$ cat config.mk
export PLATFORM = sky130hd
export DESIGN_NAME = lcd_serial_rx
export DESIGN_NICKNAME = d
export VERILOG_FILES = /design/src/rtl/lcd_pkg.sv /design/src/rtl/lcd_sync.sv /design/src/rtl/lcd_serial_rx.sv
export SDC_FILE = /design/constraint.sdc
export NUM_CORES = 1
export LEC_CHECK = 0
export CORE_ASPECT_RATIO = 0.5
export CORE_MARGIN = 5
export CORE_UTILIZATION = 58
export CTS_BUF_LIST = sky130_fd_sc_hd__clkbuf_4
export CTS_CLUSTER_DIAMETER = 120
export DETAILED_ROUTE_END_ITERATION = 8
export PLACE_DENSITY = 0.85
export SYNTH_ARGS = -nofsm -noshare
export SYNTH_HDL_FRONTEND = slang
export SYNTH_HIERARCHICAL = 1
export SYNTH_SLANG_ARGS = --single-unit
$ cat constraint.sdc
create_clock -name clk -period 3.7 [get_ports clk]
set_clock_uncertainty 0.1 [all_clocks]
set_input_delay 0.37 -clock clk [delete_from_list [all_inputs] [get_ports clk]]
set_output_delay 0.37 -clock clk [all_outputs]
set_load 0.02 [all_outputs]
$ cat src/rtl/lcd_pkg.sv
// Shared LCD serial bus definitions: bus bit positions, command opcodes, FSM encoding.
// Used by both the receiver and the transmitter side of the link.
package lcd_pkg;

    localparam int CS_BIT  = 0;
    localparam int SCL_BIT = 1;
    localparam int A0_BIT  = 2;
    localparam int SI_BIT  = 3;

    localparam logic [7:0] OPC_MASK   = 8'hF0;
    localparam logic [7:0] OPC_PAGE   = 8'hB0;
    localparam logic [7:0] OPC_COL_HI = 8'h10;
    localparam logic [7:0] OPC_COL_LO = 8'h00;

    typedef enum logic {
        ST_IDLE  = 1'b0,
        ST_SHIFT = 1'b1
    } rx_state_t;

    function automatic logic is_opcode(input logic [7:0] b, input logic [7:0] opc);
        return (b & OPC_MASK) == opc;
    endfunction

endpackage

$ cat src/rtl/lcd_sync.sv
// Two-flop synchronizer for asynchronous bus lines, 2-cycle latency.
// Reset drives every bit to its idle level; no flow control.
module lcd_sync #(
    parameter int           W       = 4,
    parameter logic [W-1:0] RST_VAL = {W{1'b1}}
) (
    input  logic         clk,
    input  logic         rst_n,
    input  logic [W-1:0] d,
    output logic [W-1:0] q
);

    logic [W-1:0] meta;

    always_ff @(posedge clk) begin
        if (!rst_n) begin
            meta <= RST_VAL;
            q    <= RST_VAL;
        end else begin
            meta <= d;
            q    <= meta;
        end
    end

endmodule

$ cat src/rtl/lcd_serial_rx.sv
// LCD serial receiver: deserializes SI on SCL rising edges while CS is low and tracks page/col.
// Bytes appear one cycle after the 8th synchronized edge; no backpressure, the host link is free-running.
module lcd_serial_rx
    import lcd_pkg::*;
#(
    parameter int COL_MAX  = 131,
    parameter int PAGE_MAX = 8
) (
    input  logic       clk,
    input  logic       rst_n,
    input  logic [3:0] lcd,
    output logic [7:0] rx_byte,
    output logic       rx_is_data,
    output logic       rx_valid,
    output logic [3:0] page,
    output logic [7:0] col,
    output logic       frame_err,
    output logic       busy
);

    localparam logic [7:0] COL_LIM  = 8'(COL_MAX);
    localparam logic [3:0] PAGE_LIM = 4'(PAGE_MAX);

    logic [3:0] lcd_s;
    logic       cs_s, scl_s, a0_s, si_s;
    logic       scl_prev, scl_rise;
    rx_state_t  state, state_nxt;
    logic [2:0] bit_cnt, bit_cnt_nxt;
    logic [7:0] shreg, shreg_nxt;
    logic       byte_done, abort;

    lcd_sync #(.W(4)) u_sync (
        .clk   (clk),
        .rst_n (rst_n),
        .d     (lcd),
        .q     (lcd_s)
    );

    assign cs_s     = lcd_s[CS_BIT];
    assign scl_s    = lcd_s[SCL_BIT];
    assign a0_s     = lcd_s[A0_BIT];
    assign si_s     = lcd_s[SI_BIT];
    assign scl_rise = scl_s & ~scl_prev;
    assign busy     = (state == ST_SHIFT);

    always_comb begin
        state_nxt   = state;
        bit_cnt_nxt = bit_cnt;
        shreg_nxt   = shreg;
        byte_done   = 1'b0;
        abort       = 1'b0;
        case (state)
            ST_IDLE: begin
                if (!cs_s)
                    state_nxt = ST_SHIFT;
            end
            ST_SHIFT: begin
                if (scl_rise) begin
                    shreg_nxt   = {shreg[6:0], si_s};
                    bit_cnt_nxt = bit_cnt + 3'd1;
                    byte_done   = (bit_cnt == 3'd7);
                end
                // An edge coincident with CS release still counts, so a just-completed byte is not an abort.
                if (cs_s) begin
                    state_nxt   = ST_IDLE;
                    abort       = (bit_cnt_nxt != 3'd0);
                    bit_cnt_nxt = 3'd0;
                    shreg_nxt   = 8'h00;
                end
            end
            default: state_nxt = ST_IDLE;
        endcase
    end

    always_ff @(posedge clk) begin
        if (!rst_n) begin
            state      <= ST_IDLE;
            scl_prev   <= 1'b1;
            bit_cnt    <= 3'd0;
            shreg      <= 8'h00;
            rx_byte    <= 8'h00;
            rx_is_data <= 1'b0;
            rx_valid   <= 1'b0;
            frame_err  <= 1'b0;
        end else begin
            state     <= state_nxt;
            scl_prev  <= scl_s;
            bit_cnt   <= bit_cnt_nxt;
            shreg     <= shreg_nxt;
            rx_valid  <= byte_done;
            frame_err <= abort;
            if (byte_done) begin
                rx_byte    <= {shreg[6:0], si_s};
                rx_is_data <= a0_s;
            end
        end
    end

    // Address tracking acts on the byte while it is presented on rx_valid.
    always_ff @(posedge clk) begin
        if (!rst_n) begin
            page <= 4'd0;
            col  <= 8'd0;
        end else if (rx_valid) begin
            if (rx_is_data) begin
                col <= (col >= COL_LIM) ? 8'd0 : col + 8'd1;
            end else if (is_opcode(rx_byte, OPC_PAGE)) begin
                if (rx_byte[3:0] <= PAGE_LIM)
                    page <= rx_byte[3:0];
            end else if (is_opcode(rx_byte, OPC_COL_HI)) begin
                col[7:4] <= rx_byte[3:0];
            end else if (is_opcode(rx_byte, OPC_COL_LO)) begin
                col[3:0] <= rx_byte[3:0];
            end
        end
    end

endmodule

== Word level (Yosys, flattened, before mapping) ==
Cells that the tools add are included.
Word-level totals
  register bits after elaboration: 43
  input port bits: 6
  output and inout port bits: 24
Cells by class
  add/subtract/negate cells: 2
  $lt $le $gt $ge: 2
  equal/unequal tests: 5
  multiplexer cells: 14
  bitwise gates (word level): 3
  reduce and logical (&&, ||, !) cells: 10
Operator list (count)
  $mux 8: 3
  $mux 7: 2
  $mux 4: 3
  $mux 3: 3
  $add 8x1->8 const B: 1
  $ge 8x8->1 const B: 1
  $logic_not 8->1: 1
  $reduce_and 4->1: 2
  $reduce_and 3->1: 2
  $reduce_bool 2->1: 3
  $eq 4x1->1 const B: 1
  $eq 4x4->1 const B: 1
  $le 4x4->1 const B: 1
  $ne 2x2->1 const B: 2
  $add 3x1->3 const B: 1
  $eq 3x3->1 const B: 1
  $mux 1: 3
  $reduce_bool 3->1: 1
  $not 1->1: 2
  $reduce_and 2->1: 1
  $and 1x1->1: 1

== Longest topological paths before layout ==
  depth after elaboration: 5
  depth in mapped cells: 6

== By module ==
The synthesis kept the hierarchy.
By module, submodules not included
  lcd_serial_rx: instances 1, cells each 181, area an instance 1566.5 µm², sequential area each 700.7 µm²
  lcd_sync: instances 1, cells each 16, area an instance 210.2 µm², sequential area each 160.2 µm²

== Least setup slack after synthesis ==
Ideal clock, no wire load.
  path kind: register to register
  start: reg col[0]
  end: reg col[3]
  setup time: 128 ps
  data arrival time: 1411 ps
  data required time: 3472 ps
  path slack: 2061 ps
  cell stages (with the launch flop): 7
  path buffers: 1
  period minus slack after synthesis: 1639 ps
  path through: dfxtp_1 -> ha_1 -> nor3b_1 -> a22o_4 -> buf_8 -> a21oi_1 -> o32ai_1
Between the ends
  cells in the longest elaborated chain, start to end: 3
  elaborated cells on any way between the ends: 4
  those cells by class: add/sub (1); order compare (1); mux (2)
RTL lines
  from (decl): line lcd_serial_rx.sv:16  | output logic [7:0] col,
  from (signal assigned): line lcd_serial_rx.sv:106  | col <= (col >= COL_LIM) ? 8'd0 : col + 8'd1;
  from (signal assigned): line lcd_serial_rx.sv:113  | col[3:0] <= rx_byte[3:0];
  $add 8x1->8 / $ge 8x8->1 (equally long branches): line lcd_serial_rx.sv:106
  $mux 8 *: line lcd_serial_rx.sv:106
  $mux 8 *: line lcd_serial_rx.sv:105  | if (rx_is_data) begin
Mark *: on every way between the ends. The rest lies on a longest branch, timed or not.
A chain may end at the register's enable or synchronous reset.

== Worst setup path in the final report ==
  start: reg rx_is_data
  end: out rx_is_data
RTL lines
  from (decl): line lcd_serial_rx.sv:13  | output logic rx_is_data,
  from (signal assigned): line lcd_serial_rx.sv:94  | rx_is_data <= a0_s;
No word-level cell between the ends.

==> metrics <==
top cell family by delay on the critical path=buffers and inverters; total global routing overflow=0; Placement Cell Area=a little over 2000 µm²; slowest cell delay on critical path=approximately 690 ps; crit share post-route=57.41%; required time of the critical path=3230 ps; floorplan row count=14; Final Routed Wirelength=between 3000 and 4000 µm; Root Buffer=clkbuf_4; Top Usage Layer GRT=met2; FF+latch count, synth=between 40 and 50; Worst Path Buf+Inv=1; synthesized cell area=1777 µm²; Min Hold Slack=~320 ps; Leak Pwr=approximately 0.00076 µW; worst-path maximum fanout=15; worst-margin pin slew=~700 ps; worst ir drop on vdd=~0.00023 V; Clk Latency, worst-skew pair=~340 ps; worst hold start=u_sync/meta[3]; post-CTS sizing=0; via count=around 1500; syn_area_per_cell=9.019 µm²; cell-by-cell trace of the critical path=clkdlybuf4s50_1; max cap viols=0; chip height=between 40 and 50 µm; Worst path slowest cell=clkdlybuf4s50_1; end-of-flow core utilization=a little under three quarters; HP Class=register to register; layout cells sized above 1=under 10%; starting density of the core=between 50% and 60%; crit path kind=register to output pin; Synth Instances=a little under 200; RSZ-0062 raised after global routing=false; Slew Viols, Final=0; CTS Buffer Depth=2; sequential cell area fraction in the yosys report=~48%; die area=roughly 4300 µm²; post-layout min period=approximately 2100 ps; Buffers on Ports=29; Die W=slightly below 90 µm; crit start category=register; Yosys warnings=6; fmax=470.8 MHz; first-pass GRT wire length=between 6000 and 7000 µm; Yosys cell types=45; pin count of the biggest net entering global routing=28; Sink Count=43; Worst EP arrival=around 1700 ps; Top FF cell, synth=dfxtp_1; design area=between 2000 and 2500 µm²; H-Tree Depth=2; Total Neg Setup Slack=0 ps; final worst slack=between 1500 and 2000 ps; CP endpoint kind=output pin; vias in the first global route=roughly 1400; DR iter-0 viols=81; dpl hpwl=approximately 2600 µm; share of the synthesized area in the top cell type=around half; ys async rst share=0%; worst r2r src=rx_is_data; slew margin rel.=a little over half; grt met1 use=between 20% and 30%; CTS clk-pin slew, worst paths=roughly 120 ps; IO Pins=30; Inserted Diodes=0; All-Layer GR Usage=18.25%; status=finished, final reports clean; grt met3 use=around 5.9%; post-synth top area cell=dfxtp_1; Setup Viol. Count Final=0; drt drc=0; area of the core=2978 µm²; Final #Nets=about 230; CP startpoint=rx_is_data; Final Hold Viols=0; drt first pass iters=4; post-route antenna net violation count=0; syn nets=between 200 and 250; Via density=5.669; worst slack, placed=1421 ps; GP Congestion=0.8227; average wire per standard cell=13.87 µm; area grow syn2layout=19.51%; Area contributors post-synth=dfxtp_1 (48%), nand2_1 (5.7%), a21oi_1 (5.6%); hold_buf cts=0; GRT met2 Usage=a little under a third; initial antenna violation count=0; EDFF count, synth=0; Power Dens Cells=338.2 nW/µm²; CTS tree=built; postcts setup bufs=0; cts bufs inserted=5
-- synth_stat cells, types with 2 or more instances --
cell and number:
a21oi_1 20, a22oi_1 9, a31oi_1 3, and2b_1 2, and3_1 2, buf_2 2, clkbuf_1 4, dfxtp_1 43
ha_1 3, inv_1 3, mux2i_1 3, nand2_1 27, nand2b_1 10, nand3_1 5, nand4_1 2, nor2_1 18
nor2b_1 2, nor3_1 3, nor4_1 2, o21a_1 2, o21ai_0 6, o22ai_1 3
-- cells by family after synthesis --
group,after synthesis,share of synthesized area (%)
adder cells (fa/ha/maj),3,2.113
flip-flops,43,48.45
AND/OR/NAND/NOR,84,25.42
AO/OA/AOI/OAI,51,18.17
multiplexers,3,1.690
buffers and inverters,13,4.154
-- metrics by stage --
step / instances / power (µW)
floorplan: 197 / 489.3
global placement: 258 / 498.3
detailed placement: 258 / 498.8
CTS: 266 / 724.2
global route: 266 / 748.5
finish: 266 / 718.0
-- report_power, final --
| group | leakage [µW] | switching [µW] | total, µW | internal [µW] |
|---|---|---|---|---|
| logic | 0.000377 | 10.1 | 18.9 | 8.80 |
| clock network | 0.0000361 | 141 | 230 | 88.9 |
| registers | 0.000348 | 1.99 | 469 | 467 |
| total | 0.000761 | 153 | 718 | 565 |
-- sequential cells by signal, summed over array words and instances, names as in the netlist --
register	count
u_sync/q	4
rx_valid	1
frame_err	1
col	8
scl_prev	1
rx_byte	8
bit_cnt	3
shreg	7
page	4
busy	1
rx_is_data	1
u_sync/meta	4
-- routing by layer --
metal	vias up	wire length [µm]	share of wire, %
li1	756	-	-
met1	714	1631	44
met2	32	1849	50
met3	6	161	4.4
met4	0	46	1.2
met5	-	0	0
-- layout make-up --
cell class	count	area (µm²)
flip-flops and latches	43	860.8
clock inverters	1	5.005
multi-input cells	141	842.1
well taps	40	50.05
inverters	4	15.01
clock buffers	7	52.55
repair buffers	30	297.8
fillers	236	854.6
-- final timing paths --
path / slack, ps / end / cells after the start
setup reg to reg: 2010 / page[1] / 4
hold / removal: 320 / u_sync/q[3] / 1
hold reg to reg: 320 / u_sync/q[3] / 1
setup / recovery: 1580 / rx_is_data / 1
-- cells in the final DEF, fill, tap and decap left out, types with 2 or more instances in the layout --
master	n
dfxtp_1	43
clkdlybuf4s50_1	29
nand2_1	27
a21oi_1	20
nor2_1	18
nand2b_1	10
a22oi_1	9
clkbuf_4	7
o21ai_0	6
nand3_1	5
inv_1	3
nor3_1	3
a31oi_1	3
mux2i_1	3
o22ai_1	3
ha_1	3
nor2b_1	2
and3_1	2
nor4_1	2
nand4_1	2
o21a_1	2
and2b_1	2
No activity file was read; power rests on OpenSTA's default activity.
